**config.mk**
```make
export PLATFORM = sky130hd
export DESIGN_NAME = dyn_console_ctrl
export DESIGN_NICKNAME = d
export VERILOG_FILES = /design/src/rtl/dyn_console_ctrl.sv
export SDC_FILE = /design/constraint.sdc
export NUM_CORES = 1
export LEC_CHECK = 0
export CORE_MARGIN = 1
export CORE_UTILIZATION = 41
export CTS_CLUSTER_DIAMETER = 200
export CTS_CLUSTER_SIZE = 25
export DETAILED_ROUTE_END_ITERATION = 8
export MAX_ROUTING_LAYER = met4
export PLACE_DENSITY = 0.6
export SYNTH_ARGS = -nofsm -noshare
export SYNTH_HDL_FRONTEND = slang
export SYNTH_SLANG_ARGS = --single-unit
```
**constraint.sdc**
```tcl
create_clock -name clk -period 10.3 [get_ports clk]
set_input_delay 2.06 -clock clk [delete_from_list [all_inputs] [get_ports clk]]
set_output_delay 2.06 -clock clk [all_outputs]
set_load 0.1 [all_outputs]
```
**src/rtl/dyn_console_ctrl.sv**
```systemverilog
// Text-console controller: turns a received byte stream into VRAM writes,
// cursor movement, hardware scrolling through a rotating row base, and
// multi-cycle line/screen clears.
//
// state      | meaning
// -----------+-----------------------------------------------------------
// IDLE       | accepting bytes, at most one VRAM write per accepted byte
// CLR_LINE   | blanking the row that just scrolled in at the bottom
// CLR_SCREEN | blanking the whole page (after reset or form feed)
module dyn_console_ctrl #(
  parameter int          COLS       = 40,
  parameter int          ROWS       = 30,
  parameter int          ADDR_W     = 13,
  parameter int          TAB_W      = 8,
  parameter int          SCROLL     = 1,
  parameter int          CLR_ON_RST = 1,
  parameter logic [7:0]  BLANK      = 8'h20,
  localparam int         XW         = $clog2(COLS),
  localparam int         YW         = $clog2(ROWS)
) (
  input  logic              clk,
  input  logic              rstn,
  input  logic              in_valid,
  input  logic [7:0]        in_data,
  output logic              in_ready,
  output logic [XW-1:0]     cursor_x,
  output logic [YW-1:0]     cursor_y,
  output logic [YW-1:0]     row_base,
  output logic              vram_we,
  output logic [ADDR_W-1:0] vram_addr,
  output logic [7:0]        vram_data,
  output logic              busy
);

  typedef enum logic [1:0] {IDLE = 2'd0, CLR_LINE = 2'd1, CLR_SCREEN = 2'd2} state_t;

  localparam state_t            RST_STATE   = (CLR_ON_RST != 0) ? CLR_SCREEN : IDLE;
  localparam logic [XW-1:0]     X_LAST      = XW'(COLS - 1);
  localparam logic [XW-1:0]     X_ONE       = XW'(1);
  localparam logic [YW-1:0]     Y_LAST      = YW'(ROWS - 1);
  localparam logic [YW-1:0]     Y_ONE       = YW'(1);
  localparam logic [XW:0]       COLS_W      = (XW + 1)'(COLS);
  localparam logic [XW:0]       TAB_MASK    = (XW + 1)'(TAB_W - 1);
  localparam logic [XW:0]       TAB_ONE     = (XW + 1)'(1);
  localparam logic [YW:0]       ROWS_W      = (YW + 1)'(ROWS);
  localparam logic [ADDR_W-1:0] A_COLS      = ADDR_W'(COLS);
  localparam logic [ADDR_W-1:0] A_ONE       = ADDR_W'(1);
  localparam logic [ADDR_W-1:0] A_LINE_LAST = ADDR_W'(COLS - 1);
  localparam logic [ADDR_W-1:0] A_SCR_LAST  = ADDR_W'(COLS * ROWS - 1);

  state_t            state, state_nxt;
  logic [ADDR_W-1:0] cnt, cnt_nxt;
  logic [ADDR_W-1:0] line_base, line_nxt;
  logic [XW-1:0]     x_nxt;
  logic [YW-1:0]     y_nxt, base_nxt;
  logic              we_nxt;
  logic [ADDR_W-1:0] addr_nxt;
  logic [7:0]        data_nxt;
  logic              do_nl;

  logic [YW:0]       row_sum, phys_row;
  logic [ADDR_W-1:0] row_addr, cur_addr;
  logic [XW:0]       tab_next;
  logic              accept;
  logic              printable;

  // logical row + base can reach 2*ROWS-2, so one conditional subtract folds it
  assign row_sum   = {1'b0, cursor_y} + {1'b0, row_base};
  assign phys_row  = (row_sum >= ROWS_W) ? row_sum - ROWS_W : row_sum;
  assign row_addr  = ADDR_W'(phys_row) * A_COLS;
  assign cur_addr  = row_addr + ADDR_W'(cursor_x);
  assign tab_next  = ({1'b0, cursor_x} | TAB_MASK) + TAB_ONE;
  assign accept    = in_valid && in_ready;
  assign printable = (in_data >= 8'h20) && (in_data != 8'h7F);

  // state register
  always_ff @(posedge clk or negedge rstn) begin
    if (!rstn) state <= RST_STATE;
    else       state <= state_nxt;
  end

  // next-state and next-datapath decode
  always_comb begin
    state_nxt = state;
    x_nxt     = cursor_x;
    y_nxt     = cursor_y;
    base_nxt  = row_base;
    cnt_nxt   = cnt;
    line_nxt  = line_base;
    we_nxt    = 1'b0;
    addr_nxt  = vram_addr;
    data_nxt  = vram_data;
    do_nl     = 1'b0;
    case (state)
      IDLE: begin
        if (accept) begin
          if (printable) begin
            we_nxt   = 1'b1;
            addr_nxt = cur_addr;
            data_nxt = in_data;
            if (cursor_x == X_LAST) do_nl = 1'b1;
            else                    x_nxt = cursor_x + X_ONE;
          end else begin
            case (in_data)
              8'h08: if (cursor_x != '0) begin
                x_nxt    = cursor_x - X_ONE;
                we_nxt   = 1'b1;
                addr_nxt = cur_addr - A_ONE;
                data_nxt = BLANK;
              end
              8'h7F: begin
                we_nxt   = 1'b1;
                addr_nxt = cur_addr;
                data_nxt = BLANK;
              end
              8'h09: begin
                if (tab_next >= COLS_W) do_nl = 1'b1;
                else                    x_nxt = tab_next[XW-1:0];
              end
              8'h0D: x_nxt = '0;
              8'h0A: do_nl = 1'b1;
              8'h0C: begin
                x_nxt     = '0;
                y_nxt     = '0;
                base_nxt  = '0;
                cnt_nxt   = '0;
                state_nxt = CLR_SCREEN;
              end
              8'h11: if (cursor_x != '0)     x_nxt = cursor_x - X_ONE;
              8'h12: if (cursor_x != X_LAST) x_nxt = cursor_x + X_ONE;
              8'h13: if (cursor_y != '0)     y_nxt = cursor_y - Y_ONE;
              8'h14: if (cursor_y != Y_LAST) y_nxt = cursor_y + Y_ONE;
              default: ;
            endcase
          end
        end
      end
      CLR_LINE: begin
        we_nxt   = 1'b1;
        addr_nxt = line_base + cnt;
        data_nxt = BLANK;
        if (cnt == A_LINE_LAST) begin
          cnt_nxt   = '0;
          state_nxt = IDLE;
        end else begin
          cnt_nxt = cnt + A_ONE;
        end
      end
      CLR_SCREEN: begin
        we_nxt   = 1'b1;
        addr_nxt = cnt;
        data_nxt = BLANK;
        if (cnt == A_SCR_LAST) begin
          cnt_nxt   = '0;
          state_nxt = IDLE;
        end else begin
          cnt_nxt = cnt + A_ONE;
        end
      end
      default: state_nxt = IDLE;
    endcase
    // the row leaving the top (old base) becomes the new bottom row and gets blanked
    if (do_nl) begin
      x_nxt = '0;
      if (cursor_y != Y_LAST) begin
        y_nxt = cursor_y + Y_ONE;
      end else if (SCROLL != 0) begin
        base_nxt  = (row_base == Y_LAST) ? '0 : row_base + Y_ONE;
        line_nxt  = ADDR_W'(row_base) * A_COLS;
        cnt_nxt   = '0;
        state_nxt = CLR_LINE;
      end else begin
        y_nxt = '0;
      end
    end
  end

  // cursor, scroll base, clear counters and registered VRAM port
  always_ff @(posedge clk or negedge rstn) begin
    if (!rstn) begin
      cursor_x  <= '0;
      cursor_y  <= '0;
      row_base  <= '0;
      cnt       <= '0;
      line_base <= '0;
      vram_we   <= 1'b0;
      vram_addr <= '0;
      vram_data <= '0;
    end else begin
      cursor_x  <= x_nxt;
      cursor_y  <= y_nxt;
      row_base  <= base_nxt;
      cnt       <= cnt_nxt;
      line_base <= line_nxt;
      vram_we   <= we_nxt;
      vram_addr <= addr_nxt;
      vram_data <= data_nxt;
    end
  end

  // handshake and status outputs
  always_comb begin
    in_ready = (state == IDLE);
    busy     = (state != IDLE);
  end

endmodule
```
==> results.ini <==
[placement]
post-place-cells=830
place_ws_ns=5.20
hpwl_mm=10.5
place_congestion=0.881
io_buffers=50

[clocking]
cts.sinks=61
post_cts_resized=0
post_cts_buffers=0
cts_root_buf=clkbuf_16
path_clk_slew_ns=0.06
clk_latency_ns=0.34
cts_buffer_depth=2
h-tree-depth=3
cts_inserted_buffers=9
cts_hold_buf=0
cts_tree=built

[job]
maxCapViolCount=0

[layout]
drive_gt1_frac=0.0564
instances_no_fill=846
num_antenna_cells=0
final_nets=732
final_core_util=0.490
n_fill_cell=1268
syn2layout_area_growth_pct=16.1

[critical_path]
crit_slowest_cell=dfrtp_1
critPathLaunchType=flop
r2r_start=row_base[0]$_DFF_PN0_
crit_type=reg -> reg
startpoint=row_base[0]$_DFF_PN0_
worst_setup_path_end_kind=flop
r2r_slack_ns=5.11
critPathMaxFanout=10
crit_required_ns=10.49
cp.arrival_ns=5.38
path_cells=ha_1, inv_1, fa_1, nor2b_1, o21a_1, o21ai_0, nand3_1, o21ai_0, o21ai_0, ha_1, ha_1, fa_1, xor2_1, o2111ai_1, xor2_1, nor4_1, xor2_1, o31ai_1
cp_slowest_stage_delay_ns=0.53

[yosys]
yosys_warnings=0
async_flop_share=1.00
synth-seq-cells=61
synth_enable_flop_cells=0
syn_nets=703
synth_area_per_cell_sq_um=8.39
synth_flop_cell=dfrtp_1
synth_cell_types=80
syn_inst=640
syn_area_sq_um=5370
seq_area_frac_synth=0.284

[die]
rows=41
coreArea_sq_um=12700
fp.dieH_um=116
die_area_sq_um=13600
die_w_um=116
io_pins=51
start_util=0.422

[sta]
fin_ws_ns=5.11
grt_setup_unrepaired=no
fin_skew_ns=0.00601
finalCriticalPeriod_ns=5.19
tns_ns=0
hold_viol_final=0
period_share=0.504
clock.fmax_mhz=193
final-setup-viol-count=0
finalMaxSlewViolations=0
tightest_slew_ns=1.04
slew_headroom=0.305

[route]
vias=4926
drc=0
routed_wl_mm=14.4
wl_per_cell_um=17.0
viasPerCell=5.82
ant_nets=0
drtPass1Iterations=5
drt_iter0_drc=282

[global_route]
grt_pass1_vias=4476
grt_usage=0.231
grt-ovfl-total=0
grt_max_degree=62
antenna_found_initial=0
grt_pass1_wl_mm=23.1

[min_path]
hold_class=reg -> reg
hold_start=vram_data[7]$_DFFE_PN0P_

[outcome]
status=finished clean

[power]
power_density_nw_per_um2=218
cellLeakagePower_nw=2.73
irDropWorstVdd_mv=0.183

## worst paths after layout
path / end / cells after the start
worst max-delay path: vram_addr[10]$_DFFE_PN0P_ / 18
worst min-delay path: vram_data[7]$_DFFE_PN0P_ / 2
worst max register to register: vram_addr[10]$_DFFE_PN0P_ / 18
worst min register to register: vram_data[7]$_DFFE_PN0P_ / 2
max in group asynchronous: line_base[9]$_DFFE_PN0P_ / 2
min in group asynchronous: cnt[5]$_DFF_PN0_ / 2
## cells in the mapped netlist (10+ instances only)
library cell   n  area [sq um]
a31oi_1       12          75.1
dfrtp_1       60          1500
nand3_1       26           130
nand2_1       74           278
xnor2_1       12           105
o21ai_0       40           200
a21o_1        12          90.1
nand3b_1      10          75.1
nor3_1        11          55.1
ha_1          47           588
nor2_1        48           180
a21oi_1       36           180
clkbuf_1      18          67.6
inv_1         23          86.3
or3_1         11          68.8
xor2_1        14           123
## layer usage
metal  track usage  share of wire  vias to the layer above
met1         0.301           0.47                     2363
met4        0.0718          0.018                        0
met5             -              0                        -
met2         0.361           0.48                      103
li1              -              -                     2444
met3        0.0441          0.038                       16
## critical path, delay by kind of cell (launching register included)
kind	cells	cell delay, ns
adder cells (fa/ha/maj)	5	1.65
AO/OA/AOI/OAI	6	1.28
XOR/XNOR	3	0.82
AND/OR/NAND/NOR	3	0.69
flip-flops	1	0.53
buffers and inverters	1	0.07
## layout by cell type (no fill, tap or decap), types with 6 or more instances in the layout
master           count
nor3_1              11
mux2i_1              7
o21ai_1              8
clkdlybuf4s50_1     49
xor2_1              14
a31oi_1             12
clkbuf_16            9
and3_1               9
ha_1                47
nand4_1              9
nand2_1             74
or3_1               11
nand2b_1             8
a211oi_1             9
inv_1               23
a22oi_1              8
a21o_1              12
nand3_1             26
nor4_1               6
o31ai_1              7
a22o_1               7
o21ai_0             40
nand3b_1            10
nor2_1              48
dfrtp_1             60
xnor2_1             12
a21oi_1             36
o21bai_1             6
## registers in the layout, summed over array words and instances (netlist names)
name / count
cursor_y: 5
cursor_x: 6
row_base: 5
vram_addr: 13
vram_we: 1
vram_data: 8
cnt: 13
state: 2
line_base: 8
## power by group
| part | total, mW | switching (mW) | internal, mW |
|---|---|---|---|
| Clock | 0.312 | 0.124 | 0.188 |
| Sequential | 0.388 | 0.0942 | 0.294 |
| Combinational | 0.660 | 0.468 | 0.192 |
## logic make-up (layout without fill, tap and decap cells)
logic type,after synthesis,count (layout),share of synthesized area
xor gates and xnor gates,27,27,0.0466
AOI/OAI and AO/OA,191,191,0.246
adders and majority gates,52,52,0.128
and+or+nand+nor,244,244,0.235
buffers and inverters,57,91,0.0454
DFF,61,61,0.284
muxes,8,8,0.0151
## per-stage QoR
stage / hold WS (ns) / area, sq um / total power [mW]
6_report: 0.472 / 6240 / 1.36
5_1_grt: 0.506 / 6240 / 1.44
4_1_cts: 0.477 / 6240 / 1.37
3_5_place_dp: 0.465 / 5940 / 1.05
3_3_place_gp: 0.458 / 5940 / 1.04
2_1_floorplan: 0.443 / 5370 / 0.879
## final cells by class
cell class / instances / area (sq um) / share of cell area
Clock buffer: 9 / 225 / 0.0361
Clock inverter: 7 / 72.6 / 0.0116
Tap cell: 172 / 215 / 0.0345
Sequential cell: 61 / 1530 / 0.245
Multi-Input combinational cell: 522 / 3600 / 0.577
Inverter: 23 / 86.3 / 0.0138
Timing Repair Buffer: 52 / 510 / 0.0818
(Power assumes the default switching activity.)
